File: src/rtl/cache_bridge_pkg.sv
// rtl/cache_bridge_pkg.sv - shared constants and FSM encoding for cache_line_bridge
package cache_bridge_pkg;

  localparam int BEATS  = 4;
  localparam int WORD_W = 32;
  localparam int LINE_W = 128;
  localparam int TAG_W  = 2;

  typedef enum logic [2:0] {
    IDLE     = 3'd0,
    WR_BEAT  = 3'd1,
    RD_ISSUE = 3'd2,
    RD_DRAIN = 3'd3,
    RESP     = 3'd4
  } state_t;

endpackage

File: src/rtl/rd_lat_pipe.sv
// rtl/rd_lat_pipe.sv - RD_LAT-deep {valid, beat} tag pipe aligning RAM read returns
module rd_lat_pipe
  import cache_bridge_pkg::*;
#(
  parameter int RD_LAT = 1
) (
  input  logic             clk,
  input  logic             rst,
  input  logic             in_valid,
  input  logic [TAG_W-1:0] in_tag,
  output logic             out_valid,
  output logic [TAG_W-1:0] out_tag
);

  logic [RD_LAT-1:0] vld_q;
  logic [TAG_W-1:0]  tag_q [RD_LAT];

  // Shift the issue tag along so it emerges in the same cycle as its read word.
  always_ff @(posedge clk) begin
    if (!rst) begin
      vld_q <= '0;
      for (int i = 0; i < RD_LAT; i++) begin
        tag_q[i] <= '0;
      end
    end else begin
      vld_q[0] <= in_valid;
      tag_q[0] <= in_tag;
      for (int i = 1; i < RD_LAT; i++) begin
        vld_q[i] <= vld_q[i-1];
        tag_q[i] <= tag_q[i-1];
      end
    end
  end

  assign out_valid = vld_q[RD_LAT-1];
  assign out_tag   = tag_q[RD_LAT-1];

endmodule

File: src/rtl/cache_line_bridge.sv
// rtl/cache_line_bridge.sv - 128-bit cache line to 4x32-bit word RAM bridge; CACHE_BRIDGE_STATS_EN builds the accept counters
module cache_line_bridge
  import cache_bridge_pkg::*;
#(
  parameter int RD_LAT  = 1,
  parameter int LINE_AW = 26
) (
  input  logic                 clk,
  input  logic                 rst,
  input  logic [LINE_AW-1:0]   i_c_addr,
  input  logic [LINE_W-1:0]    i_c_writedata,
  input  logic                 i_c_read,
  input  logic                 i_c_write,
  output logic [LINE_W-1:0]    o_c_readdata,
  output logic                 o_c_readdata_valid,
  output logic                 o_c_waitrequest,
  output logic                 o_r_en,
  output logic                 o_r_we,
  output logic [LINE_AW+1:0]   o_r_addr,
  output logic [WORD_W-1:0]    o_r_wdata,
  input  logic [WORD_W-1:0]    i_r_rdata,
  output logic [31:0]          o_cnt_rd,
  output logic [31:0]          o_cnt_wr
);

  state_t              state_q, state_d;
  logic [TAG_W-1:0]    beat_q;
  logic [LINE_AW-1:0]  addr_q;
  logic [LINE_W-1:0]   line_q;
  logic [LINE_W-1:0]   asm_q, asm_d;
  logic [LINE_W-1:0]   rdata_q;
  logic                accept_wr, accept_rd;
  logic                ret_valid;
  logic [TAG_W-1:0]    ret_tag;

  rd_lat_pipe #(
    .RD_LAT(RD_LAT)
  ) u_rd_lat_pipe (
    .clk      (clk),
    .rst      (rst),
    .in_valid (state_q == RD_ISSUE),
    .in_tag   (beat_q),
    .out_valid(ret_valid),
    .out_tag  (ret_tag)
  );

  // Next state, accept decisions and RAM strobes decoded from the registered state/beat.
  always_comb begin
    state_d   = state_q;
    accept_wr = 1'b0;
    accept_rd = 1'b0;
    o_r_en    = 1'b0;
    o_r_we    = 1'b0;
    o_r_addr  = '0;
    o_r_wdata = '0;
    case (state_q)
      IDLE: begin
        // Write has priority; a concurrent read stays held by the cache.
        if (i_c_write) begin
          accept_wr = 1'b1;
          state_d   = WR_BEAT;
        end else if (i_c_read) begin
          accept_rd = 1'b1;
          state_d   = RD_ISSUE;
        end
      end
      WR_BEAT: begin
        o_r_en    = 1'b1;
        o_r_we    = 1'b1;
        o_r_addr  = {addr_q, beat_q};
        o_r_wdata = line_q[beat_q*WORD_W +: WORD_W];
        if (beat_q == 2'd3) state_d = IDLE;
      end
      RD_ISSUE: begin
        o_r_en   = 1'b1;
        o_r_addr = {addr_q, beat_q};
        if (beat_q == 2'd3) state_d = RD_DRAIN;
      end
      RD_DRAIN: begin
        // Beat 3 is issued last, so its return marks a complete line.
        if (ret_valid && ret_tag == 2'd3) state_d = RESP;
      end
      RESP:    state_d = IDLE;
      default: state_d = IDLE;
    endcase
  end

  // Merge a returning word into the assembly line.
  always_comb begin
    asm_d = asm_q;
    if (ret_valid) asm_d[ret_tag*WORD_W +: WORD_W] = i_r_rdata;
  end

  // State, beat counter, request latches and the line registers.
  always_ff @(posedge clk) begin
    if (!rst) begin
      state_q <= IDLE;
      beat_q  <= '0;
      addr_q  <= '0;
      line_q  <= '0;
      asm_q   <= '0;
      rdata_q <= '0;
    end else begin
      state_q <= state_d;
      if (accept_wr || accept_rd) begin
        beat_q <= '0;
        addr_q <= i_c_addr;
      end else if (state_q == WR_BEAT || state_q == RD_ISSUE) begin
        beat_q <= beat_q + 2'd1;
      end
      if (accept_wr) line_q <= i_c_writedata;
      asm_q <= asm_d;
      // The visible read line only changes on entry to RESP.
      if (state_q == RD_DRAIN && state_d == RESP) rdata_q <= asm_d;
    end
  end

  assign o_c_waitrequest    = (state_q != IDLE);
  assign o_c_readdata_valid = (state_q == RESP);
  assign o_c_readdata       = rdata_q;

`ifdef CACHE_BRIDGE_STATS_EN
  logic [31:0] cnt_rd_q, cnt_wr_q;

  // Accepted-transaction counters, free-running with natural wrap.
  always_ff @(posedge clk) begin
    if (!rst) begin
      cnt_rd_q <= '0;
      cnt_wr_q <= '0;
    end else begin
      if (accept_rd) cnt_rd_q <= cnt_rd_q + 32'd1;
      if (accept_wr) cnt_wr_q <= cnt_wr_q + 32'd1;
    end
  end

  assign o_cnt_rd = cnt_rd_q;
  assign o_cnt_wr = cnt_wr_q;
`else
  assign o_cnt_rd = '0;
  assign o_cnt_wr = '0;
`endif

endmodule

File: config.mk
export PLATFORM = sky130hd
export DESIGN_NAME = cache_line_bridge
export DESIGN_NICKNAME = d
export VERILOG_FILES = /design/src/rtl/cache_bridge_pkg.sv /design/src/rtl/rd_lat_pipe.sv /design/src/rtl/cache_line_bridge.sv
export SDC_FILE = /design/constraint.sdc
export NUM_CORES = 1
export LEC_CHECK = 0
export CAP_MARGIN = 15
export CORE_AREA = 2 2 215 217
export DETAILED_ROUTE_END_ITERATION = 6
export DIE_AREA = 0 0 217 219
export GPL_TIMING_DRIVEN = 1
export PLACE_DENSITY = 0.71
export REMOVE_ABC_BUFFERS = 1
export SLEW_MARGIN = 20
export SYNTH_ARGS = -nofsm -noshare
export SYNTH_HDL_FRONTEND = slang
export SYNTH_SLANG_ARGS = --single-unit
File: constraint.sdc
create_clock -name clk -period 2.8 [get_ports clk]
set_input_delay 0.56 -clock clk [delete_from_list [all_inputs] [get_ports clk]]
set_output_delay 0.56 -clock clk [all_outputs]
set_load 0.005 [all_outputs]
==> run_results.csv, run 1 <==
group,metric,value,unit
run_status,outcome,"finished clean",
logic_synthesis,synthArstFlopShare,0,%
sta,finalSetupViolCount,0,
pwr,ir_worst_vdd,0.5218,mV
grt,gr-usage-all-layers,22.21,%
cells_and_area,antenna_cells,0,
grt,grt_pass1_vias,15510,
logic_synthesis,synth_area,17070,µm²
die,ios,446,
critical_path,worstPathMaxFanout,9,
logic_synthesis,ys_seq_area_share,45.27,%
logic_synthesis,synth.area.top_cells,"dfxtp_1 45%, a21oi_1 11%, nand2_1 8.6%",
die,dieArea,47520,µm²
critical_path,rr_worst_depth,7,
hold_path,min-delay-start,"line_q[95]",
critical_path,r2r_setup_slack,0.49,ns
sta,finalCritPeriodShare,97.83,%
die,die_w,217,µm
sta,maxSlewHeadroom,37.44,%
die,coreArea,45090,µm²
route,ant_nets,0,
clock_network,cts_root_buf,"clkbuf_16",
placed_design,gp_congestion,0.8788,
logic_synthesis,synth_top_area_cell,"dfxtp_1",
critical_path,end_kind,"output pin",
logic_synthesis,yosysTopAreaCellShare,45.27,%
route,vias,15670,
die,die_h,219,µm
cells_and_area,drive_above_1_share,12.06,%
critical_path,start_kind,"flop",
clock_network,clock_latency,0.60,ns
critical_path,r2r_start,"u_rd_lat_pipe.tag_q[0][0]",
grt,antenna_found_initial,0,
sta,hold_ws,0.4504,ns
die,fp-row-count,78,
critical_path,r2r_end,"o_c_readdata[63]",
logic_synthesis,yosysWarnings,0,
route,first_iter_violations,1398,
grt,grt_max_degree,132,
pwr,power.density,579.3,nW/µm²
route,first_pass_iters,6,
sta,report.final.slew_viol_count,0,
grt,grt_pass1_wl,84730,µm
hold_path,min_path_cells,2,
sta,worst_slew_pin_slew,0.9384,ns
cells_and_area,synthToLayoutAreaGrowth,33.03,%
sta,finalHoldViolCount,0,
clock_network,cts.reportedPaths.clkPinSlew,0.06,ns
critical_path,critPathMaxStageDelay,0.50,ns
route,drcViolationCount,0,
pwr,p_leak,0.007716,µW
logic_synthesis,yosysUniqueCellTypes,40,
cells_and_area,nets,2453,
critical_path,crit_arrival,2.18,ns
clock_network,cts_buffers,43,
clock_network,htreeDepth,2,
hold_path,whs_endpoint,"line_q[95]",
hold_path,hold_path.class,"flop to flop",
clock_network,clockBufferDepth,3,
critical_path,cp.required,2.24,ns
logic_synthesis,synthCells,1959,
sta,maxClockFrequency,0.3651,GHz
clock_network,cts_sinks,386,
die,start_util,37.86,%
route,drt-total-wl,55020,µm
sta,period_minus_slack,2.739,ns
critical_path,worstSetupPathType,"flop to output pin",
cells_and_area,fin_util,50.37,%
route,viasPerCell,5.423,
logic_synthesis,ys_ff_latch,386,
grt,overflow,0,
placed_design,dp_hpwl,35150,µm
logic_synthesis,synth_edf_count,0,
route,routedWlPerCell,19.05,µm
placed_design,port-buffer-count,381,
critical_path,crit_chain,"buf_4 > buf_12 > mux4_2 > nor2b_1 > dlygate4sd2_1",
critical_path,crit_path_top_delay_cell,"mux4_2",
logic_synthesis,yosys_most_used_dff,"dfxtp_1",
sta,skew,0.04027,ns
clock_network,tritoncts,"done",
flow_run,drv_cap,0,
logic_synthesis,synth.avg_cell_area,8.714,µm²
sta,rsz0062_at_grt,"yes",
## cell usage after synthesis (all sizes together), types with 27 or more instances
cell type,count
a21oi,382
a311oi,96
and3,27
buf,141
clkbuf,116
dfxtp,386
mux4,32
nand2,390
nand2b,99
nand3,93
nand4,32
nor2b,33
o21ai,62
or3,32
## layout make-up
cell class,instances,area (µm²)
Sequential cell,386,7741
Clock inverter,16,172.7
Multi-Input combinational cell,1371,8214
Inverter,8,37.54
Clock buffer,61,1244
Fill cell,4202,22380
Timing Repair Buffer,447,4549
Tap cell,600,750.7
## registers in the layout, indices dropped and copies added, names as in the netlist
| register | cells |
|---|---|
| u_rd_lat_pipe.tag_q | 2 |
| addr_q | 26 |
| u_rd_lat_pipe.out_valid | 1 |
| o_c_readdata | 128 |
| asm_q | 96 |
| line_q | 128 |
| state_q | 3 |
| beat_q | 2 |
## layout by cell type, fill, tap and decap left out, drive strengths merged, types with 3 or more instances in the layout
cell and count:
a21oi 382, a311oi 96, and3 27, buf 65, clkbuf 64, clkdlybuf4s50 349
clkinv 10, clkinvlp 3, conb 64, dfxtp 386, dlygate4sd2 25, ha 6
inv 10, mux4 32, nand2 390, nand2b 99, nand3 93, nand4 32
nor2 4, nor2b 33, nor3 6, o21ai 62, or3 32
## how the worst max path moves through the flow
stage,depth (start not counted),endpoint,slack [ns],from
after floorplan,3,line_q[0],-4.59,state_q[1]
after global placement,4,o_r_wdata[3],0.42,beat_q[0]
after detailed placement,4,o_r_wdata[6],0.40,beat_q[0]
after CTS,4,o_r_wdata[25],-0.13,beat_q[0]
after global routing,5,o_r_wdata[6],-0.01,beat_q[0]
final,5,o_r_wdata[16],0.06,beat_q[0]
## critical path: cells and delay by family, from the launching register on
family	cells	cell delay, ns
buffers and inverters	3	0.54
DFF	1	0.40
muxes	1	0.50
and+or+nand+nor	1	0.16
## routing by layer
layer / GRT usage (%) / up-vias / share of wire [%]
li1: - / 7308 / -
met1: 26.86 / 7540 / 39
met5: 0 / - / 0
met4: 9.566 / 0 / 4.1
met3: 6.098 / 122 / 9.3
met2: 37.05 / 697 / 47
## logic make-up (layout without fill, tap and decap cells)
| kind of cell | Yosys count | after routing | share of synthesized area [%] |
|---|---|---|---|
| simple gates | 725 | 725 | 20.31 |
| compound gates | 542 | 542 | 21.25 |
| flops | 386 | 386 | 45.27 |
| buf+inv | 265 | 532 | 8.385 |
| mux | 32 | 32 | 4.222 |
| fa+ha+maj | 6 | 6 | 0.4397 |
| xor+xnor | 2 | 2 | 0.1026 |
| other cells | 1 | 64 | 0.02197 |
## what timing repair did
| action | in CTS | in global routing |
|---|---|---|
| setup buffers | 3 | 8 |
| pin swaps | 0 | 0 |
| setup endpoints to repair | 60 | 22 |
| hold buffers | 0 | 0 |
| gates cloned | 3 | 0 |
| gates resized for setup | 41 | 9 |
## stage by stage
stage | instances | TNS (ns) | area (µm²) | setup slack (ns) | total power, µW
CTS | 2881 | -0.2159 | 22650 | -0.1307 | 13220
detailed placement | 2798 | 0 | 21140 | 0.4035 | 7549
global placement | 2798 | 0 | 21140 | 0.4250 | 7518
global route | 2889 | -0.02770 | 22710 | -0.01191 | 13630
floorplan | 1765 | -1377.35 | 15910 | -4.590 | 6727
finish | 2889 | 0 | 22710 | 0.06081 | 13160
## where the power goes
part	switching [µW]	leakage, µW	internal (µW)
Combinational	933	0.00389	783
Clock	2410	0.000693	3230
Sequential	109	0.00313	5690
Total	3460	0.00772	9700
Power figures use the tool's default switching activity.
==> inputs of run 2 (changes only) <==
--- a/config.mk
+++ b/config.mk
@@ -6,11 +6,11 @@
 export NUM_CORES = 1
 export LEC_CHECK = 0
 export CAP_MARGIN = 15
-export CORE_AREA = 2 2 215 217
+export CORE_AREA = 2 2 197 238
 export DETAILED_ROUTE_END_ITERATION = 6
-export DIE_AREA = 0 0 217 219
+export DIE_AREA = 0 0 199 240
 export GPL_TIMING_DRIVEN = 1
-export PLACE_DENSITY = 0.71
+export PLACE_DENSITY = 0.7
 export REMOVE_ABC_BUFFERS = 1
 export SLEW_MARGIN = 20
 export SYNTH_ARGS = -nofsm -noshare
==> constraint.sdc (replaced) <==
create_clock -name clk -period 3.3 [get_ports clk]
set_input_delay 0.66 -clock clk [delete_from_list [all_inputs] [get_ports clk]]
set_output_delay 0.66 -clock clk [all_outputs]
set_load 0.005 [all_outputs]
==> run 2 against run 1 <==
Via count shrank 2.2%. Sequential power decreased by 15%. Design area decreased by 0.95%. Setup slack gained 0.14 ns. Sequential share of layout area rose by 0.31 points. Largest cell class unchanged.
==> run_results.csv, run 2 (same netlist as run 1, synthesis figures left out) <==
group,metric,value,unit
sta,worst_slew_pin_slew,0.9373,ns
die,ios,446,
placed_design,dpl.cell_count,2812,
cells_and_area,nets,2436,
clock_network,cts.reportedPaths.clkPinSlew,0.06,ns
critical_path,start_kind,"flop",
critical_path,crit_arrival,2.44,ns
route,ant_nets,0,
clock_network,hold_buffers,0,
run_status,outcome,"finished clean",
route,first_iter_violations,1011,
hold_path,hold_path.class,"flop to flop",
cells_and_area,stdcell_count,2889,
route,top_layer_used,"met5",
placed_design,port-buffer-count,381,
grt,grt_max_degree,129,
grt,gr-usage-all-layers,22.23,%
sta,maxSlewHeadroom,37.45,%
pwr,ir_worst_vdd,0.3299,mV
sta,finalHoldViolCount,0,
grt,grt_pass1_vias,15060,
route,wl_met1,21650,µm
cells_and_area,nFillCells,4233,
sta,maxClockFrequency,0.3226,GHz
critical_path,crit_path_top_delay_cell,"clkdlybuf4s50_1",
sta,hold_ws,0.4518,ns
critical_path,cp.required,2.64,ns
critical_path,crit_buf_inv,3,
placed_design,dpl_cell_area,21120,µm²
sta,rsz0062_at_grt,"no",
critical_path,crit_family,"buffers and inverters",
critical_path,r2r_end,"o_c_readdata[29]",
critical_path,critPathMaxStageDelay,0.57,ns
cells_and_area,final_common_cell,"nand2_1",
sta,period_minus_slack,3.100,ns
clock_network,cts_root_buf,"clkbuf_16",
route,vias,15330,
die,dieArea,47760,µm²
sta,worst_slack,0.2002,ns
critical_path,end_kind,"output pin",
route,drcViolationCount,0,
sta,finalSetupViolCount,0,
sta,report.final.slew_viol_count,0,
sta,finalCritPeriodShare,93.93,%
cells_and_area,synthToLayoutAreaGrowth,31.77,%
route,drt-total-wl,55020,µm
cells_and_area,drive_above_1_share,11.00,%
die,start_util,37.51,%
die,die_h,240,µm
sta,tns,0,ns
grt,antenna_found_initial,3,
sta,skew,0.01582,ns
cells_and_area,multi_input_area,8199,µm²
route,met2_length,26590,µm
clock_network,clockBufferDepth,3,
critical_path,worstSetupPathType,"flop to output pin",
grt,grt_pass1_wl,83920,µm
route,viasPerCell,5.306,
clock_network,tritoncts,"done",
critical_path,worstPathMaxFanout,33,
cells_and_area,final_area,22490,µm²
die,fp-row-count,86,
route,first_pass_iters,5,
critical_path,r2r_start,"state_q[1]",
cells_and_area,mostFrequentLayoutCells,"390 x nand2_1, 382 x a21oi_1, 382 x dfxtp_1, 381 x clkdlybuf4s50_1, 99 x nand2b_1",
critical_path,r2r_setup_slack,0.81,ns
placed_design,pre_cts_slack,0.6785,ns
flow_run,drv_cap,0,
die,die_w,199,µm
route,route.met3.wl,5161,µm
clock_network,post-cts-setup-buffer-count,0,
placed_design,gp_congestion,0.8271,
clock_network,cts_buffers,42,
grt,overflow,0,
die,coreArea,45520,µm²
critical_path,rr_worst_depth,4,
clock_network,cts_sinks,386,
route,routedWlPerCell,19.04,µm
placed_design,dp_hpwl,35150,µm
cells_and_area,regArea,7737,µm²
clock_network,htreeDepth,2,
clock_network,clock_latency,0.57,ns
pwr,p_leak,0.007419,µW
critical_path,crit_chain,"inv_1 > nand3_1 > buf_12 > nor2b_1 > clkdlybuf4s50_1",
pwr,power.density,490.6,nW/µm²
hold_path,whs_endpoint,"line_q[83]",
hold_path,min-delay-start,"line_q[83]",
hold_path,min_path_cells,2,
[run 2: changes by cell type in the layout (fill, tap and decap cells not counted), moves of 5 or more]
cell / delta
clkbuf_8: -5
clkbuf_1: +6
dlygate4sd2_1: -25
clkdlybuf4s50_1: +32
buf_4: -8
[run 2: how the worst max path moves through the flow]
stage                     from            end  slack (ns)  cells after the start
floorplan           state_q[1]      line_q[0]       -4.09                      3
global placement     i_c_write      beat_q[1]        0.52                      4
detailed placement   beat_q[1]  o_r_wdata[25]        0.68                      3
CTS                  beat_q[1]  o_r_wdata[25]        0.05                      3
global route        state_q[2]   o_r_wdata[9]        0.07                      5
finish              state_q[2]   o_r_wdata[9]        0.20                      5
[run 2: worst register-to-register path: cells and delay by family, from the launching register on]
| kind | cells | cell delay, ns |
|---|---|---|
| buffers and inverters | 2 | 1.41 |
| DFF | 1 | 0.44 |
| AOI/OAI and AO/OA | 2 | 0.55 |
[run 2: layer usage]
layer	vias up	global-route usage, %
met5	-	0
met4	4	7.598
met3	92	6.803
met2	597	37.92
met1	7372	26.42
li1	7263	-
[run 2: repair_timing]
item                                    in CTS  in global routing
resized for setup                            0                  1
endpoints found under the setup margin       0                  1
hold endpoints to repair                     0                  0
[run 2: layout make-up]
class,instances,area share [%]
repair buffers,431,19.46
clock buffers,61,5.212
inverters,8,0.1669
flip-flops and latches,386,34.40
well taps,616,3.426
clock inverters,15,0.8789
diodes,1,0.01112
multi-input cells,1371,36.45
[run 2: metrics by stage]
step	util [%]	total power (µW)
after floorplan	-	5708
after global placement	46.39	6363
after detailed placement	46.40	6387
after CTS	49.41	11150
after global routing	49.42	11470
final	49.42	11040
[run 2: power breakdown]
group / leakage (µW) / internal, µW / switching, µW
Clock: 0.000674 / 2790 / 1960
Sequential: 0.00313 / 4830 / 95.3
Combinational: 0.00361 / 606 / 759
Total: 0.00742 / 8220 / 2810
